## src/rtl/esc_pkg.sv

```systemverilog
// Shared types and helpers for the six-step BLDC commutation sequencer.
// The BRAKE state exists only when ESC_BRAKE_EN is defined.
package esc_pkg;

  typedef logic [2:0] step_idx_t;

  typedef enum logic [1:0] {
    ST_IDLE  = 2'd0,
    ST_ALIGN = 2'd1,
    ST_SPIN  = 2'd2
`ifdef ESC_BRAKE_EN
    ,
    ST_BRAKE = 2'd3
`endif
  } state_e;

  // {A,B,C} drive per commutation index; entry 0 is the rightmost element
  localparam logic [5:0][2:0] COIL_PAT = {
    3'b010, 3'b011, 3'b001, 3'b101, 3'b100, 3'b110
  };

  function automatic logic [2:0] coil_pattern(input step_idx_t idx);
    return (idx < step_idx_t'(6)) ? COIL_PAT[idx] : 3'b000;
  endfunction

  function automatic step_idx_t idx_next(input step_idx_t idx);
    return (idx == step_idx_t'(5)) ? step_idx_t'(0) : idx + step_idx_t'(1);
  endfunction

  function automatic step_idx_t idx_prev(input step_idx_t idx);
    return (idx == step_idx_t'(0)) ? step_idx_t'(5) : idx - step_idx_t'(1);
  endfunction

endpackage

```

## src/rtl/esc_pwm.sv

```systemverilog
// Free-running PWM counter with duty compare; all-ones duty forces the output on.
module esc_pwm #(
  parameter int unsigned PWM_W = 8
) (
  input  logic             clk,
  input  logic             _rst,
  input  logic [PWM_W-1:0] duty,
  output logic             pwm_on
);

  logic [PWM_W-1:0] r_pwm_cnt;

  always_ff @(posedge clk or negedge _rst) begin
    if (!_rst) begin
      r_pwm_cnt <= '0;
    end else begin
      r_pwm_cnt <= r_pwm_cnt + PWM_W'(1);
    end
  end

  assign pwm_on = (r_pwm_cnt < duty) || (duty == {PWM_W{1'b1}});

endmodule

```

## src/rtl/esc_commutator.sv

```systemverilog
// Six-step BLDC commutation sequencer: align, ramped spin, direction and PWM gating.
// Optional ESC_BRAKE_EN adds a timed all-coils-on brake when spin is aborted.
module esc_commutator
  import esc_pkg::*;
#(
  parameter int unsigned PERIOD_W     = 16,
  parameter int unsigned START_PERIOD = 50000,
  parameter int unsigned MIN_PERIOD   = 500,
  parameter int unsigned RAMP_STEP    = 250,
  parameter int unsigned ALIGN_CYCLES = 100000,
  parameter int unsigned PWM_W        = 8
) (
  input  logic                clk,
  input  logic                _rst,
  input  logic                enable,
  input  logic                dir,
  input  logic [PERIOD_W-1:0] target_period,
  input  logic [PWM_W-1:0]    duty,
  output logic                bobina_A,
  output logic                bobina_B,
  output logic                bobina_C,
  output logic [2:0]          step_idx,
  output logic                running,
  output logic                at_speed
);

  // Shared counter must span both the alignment hold and the longest step
  localparam int unsigned ALIGN_W = (ALIGN_CYCLES > 1) ? $clog2(ALIGN_CYCLES) : 1;
  localparam int unsigned CNT_W   = (ALIGN_W > PERIOD_W) ? ALIGN_W : PERIOD_W;
  localparam int unsigned SLEW_W  = PERIOD_W + 1;

  state_e              r_state,      w_state_n;
  step_idx_t           r_step_idx,   w_step_idx_n;
  logic [PERIOD_W-1:0] r_cur_period, w_cur_period_n;
  logic [CNT_W-1:0]    r_step_cnt,   w_step_cnt_n;
  logic                r_dir,        w_dir_n;
  logic [2:0]          r_coils,      w_coils_n;
  logic                r_running,    w_running_n;
  logic                r_at_speed,   w_at_speed_n;

  logic                w_pwm_on;
  logic [PERIOD_W-1:0] w_tgt_c;
  logic [SLEW_W-1:0]   w_cur_ext, w_tgt_ext, w_ramp_ext, w_inc, w_slew;
  logic                w_last_step;

  esc_pwm #(
    .PWM_W (PWM_W)
  ) u_pwm (
    .clk    (clk),
    ._rst   (_rst),
    .duty   (duty),
    .pwm_on (w_pwm_on)
  );

  // Target clamped into the legal period window
  always_comb begin
    if (target_period < PERIOD_W'(MIN_PERIOD)) begin
      w_tgt_c = PERIOD_W'(MIN_PERIOD);
    end else if (target_period > PERIOD_W'(START_PERIOD)) begin
      w_tgt_c = PERIOD_W'(START_PERIOD);
    end else begin
      w_tgt_c = target_period;
    end
  end

  // One bit of headroom keeps both ramp directions free of wrap-around
  assign w_cur_ext  = SLEW_W'(r_cur_period);
  assign w_tgt_ext  = SLEW_W'(w_tgt_c);
  assign w_ramp_ext = SLEW_W'(RAMP_STEP);
  assign w_inc      = w_cur_ext + w_ramp_ext;

  always_comb begin
    if (w_cur_ext > w_tgt_ext) begin
      w_slew = (w_cur_ext > w_tgt_ext + w_ramp_ext) ? w_cur_ext - w_ramp_ext : w_tgt_ext;
    end else begin
      w_slew = (w_inc < w_tgt_ext) ? w_inc : w_tgt_ext;
    end
  end

  assign w_last_step = (r_step_cnt == CNT_W'(r_cur_period - PERIOD_W'(1)));

  always_comb begin
    w_state_n      = r_state;
    w_step_idx_n   = r_step_idx;
    w_cur_period_n = r_cur_period;
    w_step_cnt_n   = r_step_cnt + CNT_W'(1);
    w_dir_n        = r_dir;
    w_coils_n      = 3'b000;
    case (r_state)
      ST_IDLE: begin
        w_step_cnt_n = '0;
        if (enable) begin
          w_state_n    = ST_ALIGN;
          w_dir_n      = dir;
          w_step_idx_n = '0;
        end
      end
      ST_ALIGN: begin
        w_coils_n    = coil_pattern(r_step_idx) & {3{w_pwm_on}};
        w_step_idx_n = '0;
        if (!enable) begin
          w_state_n    = ST_IDLE;
          w_step_cnt_n = '0;
        end else if (r_step_cnt == CNT_W'(ALIGN_CYCLES - 1)) begin
          w_state_n      = ST_SPIN;
          w_step_cnt_n   = '0;
          w_cur_period_n = PERIOD_W'(START_PERIOD);
        end
      end
      ST_SPIN: begin
        w_coils_n = coil_pattern(r_step_idx) & {3{w_pwm_on}};
        if (!enable) begin
`ifdef ESC_BRAKE_EN
          w_state_n = ST_BRAKE;
`else
          w_state_n = ST_IDLE;
`endif
          w_step_idx_n = '0;
          w_step_cnt_n = '0;
        end else if (w_last_step) begin
          w_step_idx_n   = r_dir ? idx_next(r_step_idx) : idx_prev(r_step_idx);
          w_step_cnt_n   = '0;
          w_cur_period_n = PERIOD_W'(w_slew);
        end
      end
`ifdef ESC_BRAKE_EN
      ST_BRAKE: begin
        w_coils_n = 3'b111;
        if (r_step_cnt == CNT_W'(START_PERIOD - 1)) begin
          w_state_n    = ST_IDLE;
          w_step_cnt_n = '0;
        end
      end
`endif
      default: begin
        w_state_n    = ST_IDLE;
        w_step_idx_n = '0;
        w_step_cnt_n = '0;
      end
    endcase
    w_running_n  = (w_state_n == ST_ALIGN) || (w_state_n == ST_SPIN);
    w_at_speed_n = (w_state_n == ST_SPIN) && (w_cur_period_n == w_tgt_c);
  end

  always_ff @(posedge clk or negedge _rst) begin
    if (!_rst) begin
      r_state      <= ST_IDLE;
      r_step_idx   <= '0;
      r_cur_period <= PERIOD_W'(START_PERIOD);
      r_step_cnt   <= '0;
      r_dir        <= 1'b1;
      r_coils      <= 3'b000;
      r_running    <= 1'b0;
      r_at_speed   <= 1'b0;
    end else begin
      r_state      <= w_state_n;
      r_step_idx   <= w_step_idx_n;
      r_cur_period <= w_cur_period_n;
      r_step_cnt   <= w_step_cnt_n;
      r_dir        <= w_dir_n;
      r_coils      <= w_coils_n;
      r_running    <= w_running_n;
      r_at_speed   <= w_at_speed_n;
    end
  end

  assign {bobina_A, bobina_B, bobina_C} = r_coils;
  assign step_idx = r_step_idx;
  assign running  = r_running;
  assign at_speed = r_at_speed;

endmodule
```

## config.mk

```make
export PLATFORM = sky130hd
export DESIGN_NAME = esc_commutator
export DESIGN_NICKNAME = d
export VERILOG_FILES = /design/src/rtl/esc_pkg.sv /design/src/rtl/esc_pwm.sv /design/src/rtl/esc_commutator.sv
export SDC_FILE = /design/constraint.sdc
export NUM_CORES = 1
export LEC_CHECK = 0
export ABC_AREA = 1
export ABC_CLOCK_PERIOD_IN_PS = 4300
export BUFFER_PORTS_ARGS = -buffer_cell sky130_fd_sc_hd__buf_2
export CORE_AREA = 2 2 169 171
export CTS_CLUSTER_DIAMETER = 100
export DETAILED_ROUTE_END_ITERATION = 10
export DIE_AREA = 0 0 171 173
export HOLD_SLACK_MARGIN = 0.06
export PLACE_DENSITY = 0.41
export SLEW_MARGIN = 20
export SYNTH_ARGS = -nofsm -noshare
export SYNTH_HDL_FRONTEND = slang
export SYNTH_SLANG_ARGS = --single-unit
```

## constraint.sdc

```tcl
create_clock -name clk -period 4.3 [get_ports clk]
set_input_delay 0.215 -clock clk [delete_from_list [all_inputs] [get_ports clk]]
set_output_delay 0.215 -clock clk [all_outputs]
set_load 0.01 [all_outputs]
```

; Yosys cells after proc, flatten, opt, wreduce, memory -nomap -nowiden
; Memory sizes are Yosys's and may differ from the RTL's.
; Index checks and enable logic that the tools add are counted.
[totals]
output_inout_bits = 8
ff_bits = 52
inputBits = 28
mem_count = 1
mem_bits_ro = 24
[mem_list]
columns = memory, depth, width, read_ports, rd_clocked_by_memory_dff, write_ports, line
row1 = (name not given), 8, 3, 1, 0, 0, esc_pkg.sv:23  ; return (idx < step_idx_t'(6)) ? COIL_PAT[idx] : 3'b000;
[classes]
mux = 30
n_eq_ne = 11
reduce_logical = 8
n_lt_le_gt_ge = 8
n_bitwise = 1
n_addsub = 8
[op_table]
columns = cell, n
row1 = 2-to-1 mux 16 bit, 9
row2 = 2-to-1 mux 17 bit, 4
row3 = "adder 16 x 8 -> 17 bit, second input constant", 2
row4 = one-hot mux 17 bit (2 select lines), 1
row5 = one-hot mux 16 bit (2 select lines), 1
row6 = 2-to-1 mux 3 bit, 9
row7 = "adder 17 x 1 -> 17 bit, second input constant", 1
row8 = == test 17 bit, 1
row9 = "== test 17 bit, second input constant", 1
row10 = greater-than comparator 16 x 17 -> 1 bit, 1
row11 = less-than comparator 17 x 16 -> 1 bit, 1
row12 = "subtractor 16 x 1 -> 17 bit, second input constant", 1
row13 = == test 16 bit, 1
row14 = greater-than comparator 16 bit, 1
row15 = "greater-than comparator 16 bit, second input constant", 1
row16 = "less-than comparator 16 x 9 -> 1 bit, second input constant", 1
row17 = "subtractor 16 x 8 -> 16 bit, second input constant", 1
row18 = "adder 8 x 1 -> 8 bit, second input constant", 1
row19 = "== test 8 bit, second input constant", 1
row20 = less-than comparator 8 bit, 1
row21 = 2-to-1 mux 2 bit, 4
row22 = one-hot mux 2 bit (3 select lines), 1
row23 = one-hot mux 3 bit (2 select lines), 1
row24 = "== test 2 x 1 -> 1 bit, second input constant", 2
row25 = 15 further kinds, 18

; Logic depth before layout (Yosys ltp)
[logic_depth]
depth_word = 12
ltp_mapped = 40

; Modules after synthesis
; A second synthesis with hierarchy kept.
[unflattened]
hier_cells = 1130
area_unflattened_um2 = 6891.6
[modules_own_cells]
columns = mod, seq_area_each_um2, area_per_inst_um2, cells_each, n_inst
row1 = esc_commutator, 1109.8, 6358.6, 1066, 1
row2 = esc_pwm, 200.2, 533.0, 64, 1

; Worst setup path before layout
; OpenSTA, ideal clock, no wires.
[synth_path]
path_type = in2reg
startpoint = input target_period[14]
endpoint = register r_at_speed, in the netlist at_speed
required_time_ns = 4.229
setup_time_ns = 0.071
n_path_buf = 3
arrival_ns = 4.452
stages = 38
setup_slack_ns = -0.223
path_cell_list = buf_2 -> nand2_1 -> nor2_1 -> nand2_1 -> nand2_1 -> nand2_1 -> buf_2 -> a21oi_1 -> inv_1 -> ha_1 -> nor3_1 -> nand3_1 -> nor2_1 -> or3_1 -> nor3_1 -> xor2_1 -> ha_1 -> nand2_1 -> [... 2 more ...] -> nand3_1 -> nand2_1 -> inv_1 -> clkbuf_1 -> nand2_1 -> o21ai_0 -> nand3_1 -> nand2_1 -> nand2_1 -> nand2_1 -> nand2_1 -> nand2_1 -> nand2_1 -> nand2_1 -> nand2_1 -> nor2_1 -> nand3_1 -> nor2_1
[synth_between]
elab_chain_len = 12
word_cells_on_any_way = 16
cone_classes = add/sub (1) / order compare (5) / eq/ne (1) / mux (8) / reduce/logical (1)
[synth_rtl]
columns = item, line
row1 = start: declaration, esc_commutator.sv:17  ; input logic [PERIOD_W-1:0] target_period,
row2 = greater-than comparator 16 bit, esc_commutator.sv:59  ; end else if (target_period > PERIOD_W'(START_PERIOD)) begin
row3 = 2-to-1 mux 16 bit, esc_commutator.sv:59
row4 = 2-to-1 mux 16 bit (*), esc_commutator.sv:57  ; if (target_period < PERIOD_W'(MIN_PERIOD)) begin
row5 = adder 16 x 8 -> 17 bit, esc_commutator.sv:74  ; w_slew = (w_cur_ext > w_tgt_ext + w_ramp_ext) ? w_cur_ext - w_ramp_ext : w_tgt_ext;
row6 = greater-than comparator 16 x 17 -> 1 bit, esc_commutator.sv:74
row7 = 2-to-1 mux 16 bit, esc_commutator.sv:74
row8 = 2-to-1 mux 16 bit, esc_commutator.sv:73  ; if (w_cur_ext > w_tgt_ext) begin
row9 = 2-to-1 mux 16 bit, esc_commutator.sv:120  ; end else if (w_last_step) begin
row10 = 2-to-1 mux 16 bit, esc_commutator.sv:112  ; if (!enable) begin
row11 = one-hot mux 16 bit (2 select lines), esc_commutator.sv:89  ; case (r_state)
row12 = == test 16 bit (*), esc_commutator.sv:142  ; w_at_speed_n = (w_state_n == ST_SPIN) && (w_cur_period_n == w_tgt_c);
row13 = logical AND 1 bit (*), esc_commutator.sv:142
row14 = via w_at_speed_n, esc_commutator.sv:39  ; logic r_at_speed, w_at_speed_n;
row15 = end signal: assignment, esc_commutator.sv:163  ; r_at_speed <= w_at_speed_n;
row16 = end: declaration, esc_commutator.sv:39
; Mark *: on every way through the listed nets, which the timed path passes. The rest lies on a longest branch.
; A chain may end at the register's enable or synchronous reset.

; Worst setup path after layout
[layout_path]
startpoint = input target_period[9]
endpoint = register r_at_speed, in the netlist at_speed
; Same word-level chain as after synthesis.

==> impl_metrics.env <==
export IMPL_status="finished, final reports clean"
export IMPL_drive_above_1_share_pct=20.1
export IMPL_wirelength_um=26300
export IMPL_clockBufferDepth=2
export IMPL_synth_edff_count=0
export IMPL_reg2reg_slack_ns=0.34
export IMPL_grt_pass1_vias=7223
export IMPL_cts_sinks=52
export IMPL_reg2reg_depth=26
export IMPL_slowest_stage="nand3b_1"
export IMPL_path_clk_slew_ns=0.07
export IMPL_fill_cells=3138
export IMPL_die_x_um=171
export IMPL_cp_start_kind="input pin"
export IMPL_dp_slack_ns=-0.288
export IMPL_slowest_delay_ns=0.30
export IMPL_crit_top_cell="nand2_1"
export IMPL_irDropWorstVdd_mv=0.203
export IMPL_die_h_um=173
export IMPL_routabilityCongestion=0.864
export IMPL_crit_type="in -> reg"
export IMPL_cts_root_buf="clkbuf_16"
export IMPL_routed_via_density=4.66
export IMPL_r2r_end="at_speed"
export IMPL_p_total_mw=5.31
export IMPL_ys_seq_area_share_pct=19.1
export IMPL_finalCritPeriodShare_pct=92.3
export IMPL_power_density_nw_per_um2=615
export IMPL_synthArstFlopShare_pct=100
export IMPL_finalSetupViolations=0
export IMPL_yosysWarnings=0
export IMPL_dr_pass1_iters=5
export IMPL_cts_tree="yes"
export IMPL_hold_class="in -> async"
export IMPL_timing_fmax_mhz=252
export IMPL_cts_buffers=5
export IMPL_core_um2=27600
export IMPL_worstPathArrival_ns=4.21
export IMPL_dieArea_um2=29600
export IMPL_r2r_start="r_cur_period[5]"
export IMPL_hold_viol_final=0
export IMPL_syn_inst=1100
export IMPL_drt_iter0_markers=397
export IMPL_wl_per_cell_um=16.4
export IMPL_clock_skew_ns=0.00974
export IMPL_track_usage_pct=17.9
export IMPL_crit_path_end_kind="flop"
export IMPL_syn_nets=1194
export IMPL_antenna_cells=0
export IMPL_syn_avg_cell_area_um2=6.23
export IMPL_ys_ff_latch=52
export IMPL_grt_first_pass_wirelength_um=41000
export IMPL_route_detailed_drc=0
export IMPL_hold_ws_ns=0.0376
export IMPL_start_util_pct=24.8
export IMPL_area_growth_pct=26.0
export IMPL_fp_row_count=61
export IMPL_cts_max_level=2
export IMPL_boundaryPins=36
export IMPL_cp_required_ns=4.54
export IMPL_dp_hpwl_um=21100
export IMPL_report_final_slew_viol_count=0
export IMPL_ys_flop_type="dfrtp_1"
export IMPL_dr_total_vias=7490
export IMPL_maxCapViolations=0
export IMPL_grt_max_degree=53
export IMPL_worstMarginPinSlew_ns=1.09
export IMPL_syn_area_um2=6850
export IMPL_numPortBuffers=35
export IMPL_leakage_nw=4.35
export IMPL_multi_input_area_um2=5030
export IMPL_finalWorstSetupSlack_ns=0.332
export IMPL_antenna_found_initial=0
export IMPL_register_area_um2=1310
export IMPL_fin_nets=1321
export IMPL_clk_latency_ns=0.30
export IMPL_netlist_cell_type_count=50
export IMPL_grt_overflow=0
export IMPL_ant_nets=0
export IMPL_slew_headroom_pct=27.0
export IMPL_final_min_clock_period_ns=3.97
export IMPL_worst_path_max_fanout=8
[critical path, delay by kind of cell]
| kind | cells | cell delay (ns) |
|---|---|---|
| and+or+nand+nor | 24 | 2.41 |
| AOI/OAI and AO/OA | 4 | 0.60 |
| buffers and inverters | 4 | 0.49 |
| adders and majority gates | 1 | 0.30 |
| xor gates and xnor gates | 1 | 0.19 |
[routing by layer]
metal  GRT usage (%)  share of wire (%)  vias to the layer above  routed length [um]
met4            7.20                4.0                        0                1060
met2            29.1                 46                      175               12000
met5               0                  0                        -                   0
met3            1.65                3.9                       46                1040
li1                -                  -                     3825                   -
met1            24.2                 46                     3444               12200
[flip-flops by register name, indices dropped and copies added, names as in the netlist]
name	count
r_cur_period	16
r_state	2
r_coils	3
r_step_cnt	17
at_speed	1
step_idx	3
r_dir	1
running	1
u_pwm.r_pwm_cnt	8
[how the worst max path moves through the flow]
stage                                 start        to  slack (ns)  cells past startpoint
after floorplan           target_period[14]  at_speed       0.004                     39
after global placement    target_period[13]  at_speed       -0.19                     39
after detailed placement  target_period[13]  at_speed       -0.29                     39
after CTS                 target_period[13]  at_speed        0.01                     39
after global routing       target_period[8]  at_speed       -0.08                     36
final                      target_period[9]  at_speed        0.33                     34
[per-stage QoR]
step                      area, um^2  cells  setup TNS [ns]  util [%]
after detailed placement        8130   1587          -0.288      29.4
after global placement          8130   1587          -0.194      29.4
final                           8630   1606               0      31.2
after CTS                       8300   1595               0      30.0
after global routing            8630   1606         -0.0795      31.2
after floorplan                 6860   1100               0         -
[synth_stat cells, types with 5 or more instances]
master	instances	share of area [%]
xor2_1	47	6.0
nor3b_1	5	0.55
nand2_2	5	0.46
nand4_1	19	1.7
ha_1	66	12
clkbuf_1	10	0.55
a211oi_1	8	0.88
o21ai_0	50	3.7
a21oi_1	51	3.7
a31oi_1	10	0.91
buf_2	10	0.73
nand2_1	326	18
inv_1	140	7.7
nand3_1	100	7.3
nor2_1	103	5.6
dfrtp_1	45	16
dfstp_2	7	2.7
nand3b_1	6	0.66
xnor2_1	5	0.64
nor2_2	8	0.73
nor3_1	23	1.7
[cells in the final DEF, fill, tap and decap left out, types with 7 or more instances in the layout]
| master | n |
|---|---|
| dfstp_2 | 7 |
| nand2_2 | 22 |
| dfrtp_1 | 45 |
| nand3_1 | 97 |
| nor3_1 | 18 |
| a211oi_1 | 8 |
| buf_2 | 30 |
| nand2_1 | 307 |
| xor2_1 | 46 |
| inv_2 | 8 |
| ha_1 | 64 |
| buf_6 | 8 |
| nor2_2 | 15 |
| nor2_1 | 94 |
| o21ai_0 | 48 |
| inv_1 | 134 |
| buf_4 | 107 |
| a31oi_1 | 10 |
| a21oi_1 | 48 |
| nand4_1 | 19 |
[cells by family after synthesis]
kind of cell             after synthesis  synth area share, %
AND/OR/NAND/NOR                      620                 40.4
flip-flops                            52                 19.1
XOR/XNOR                              53                 6.99
AO/OA/AOI/OAI                        135                 10.9
buffers and inverters                174                 10.5
adder cells (fa/ha/maj)               66                 12.1
[report_power, final]
part | switching (mW) | leakage, nW | internal [mW] | total, mW
Combinational | 2.54 | 3.61 | 1.51 | 4.05
Clock | 0.196 | 0.0815 | 0.278 | 0.474
Sequential | 0.162 | 0.661 | 0.620 | 0.782
[cell type report]
cell class | instances | area share, %
Multi-Input combinational cell | 874 | 58.3
Sequential cell | 52 | 15.2
Timing Repair Buffer | 149 | 12.7
Inverter | 145 | 6.41
Tap cell | 378 | 5.48
Clock buffer | 6 | 1.49
Clock inverter | 2 | 0.449
[timing repair]
| action | CTS | global route |
|---|---|---|
| hold buffers | 0 | 0 |
| endpoints found under the setup margin | 0 | 7 |
| gates resized for setup | 0 | 70 |
| setup buffers | 0 | 11 |
Note: power is estimated with default switching activity, not from simulation.
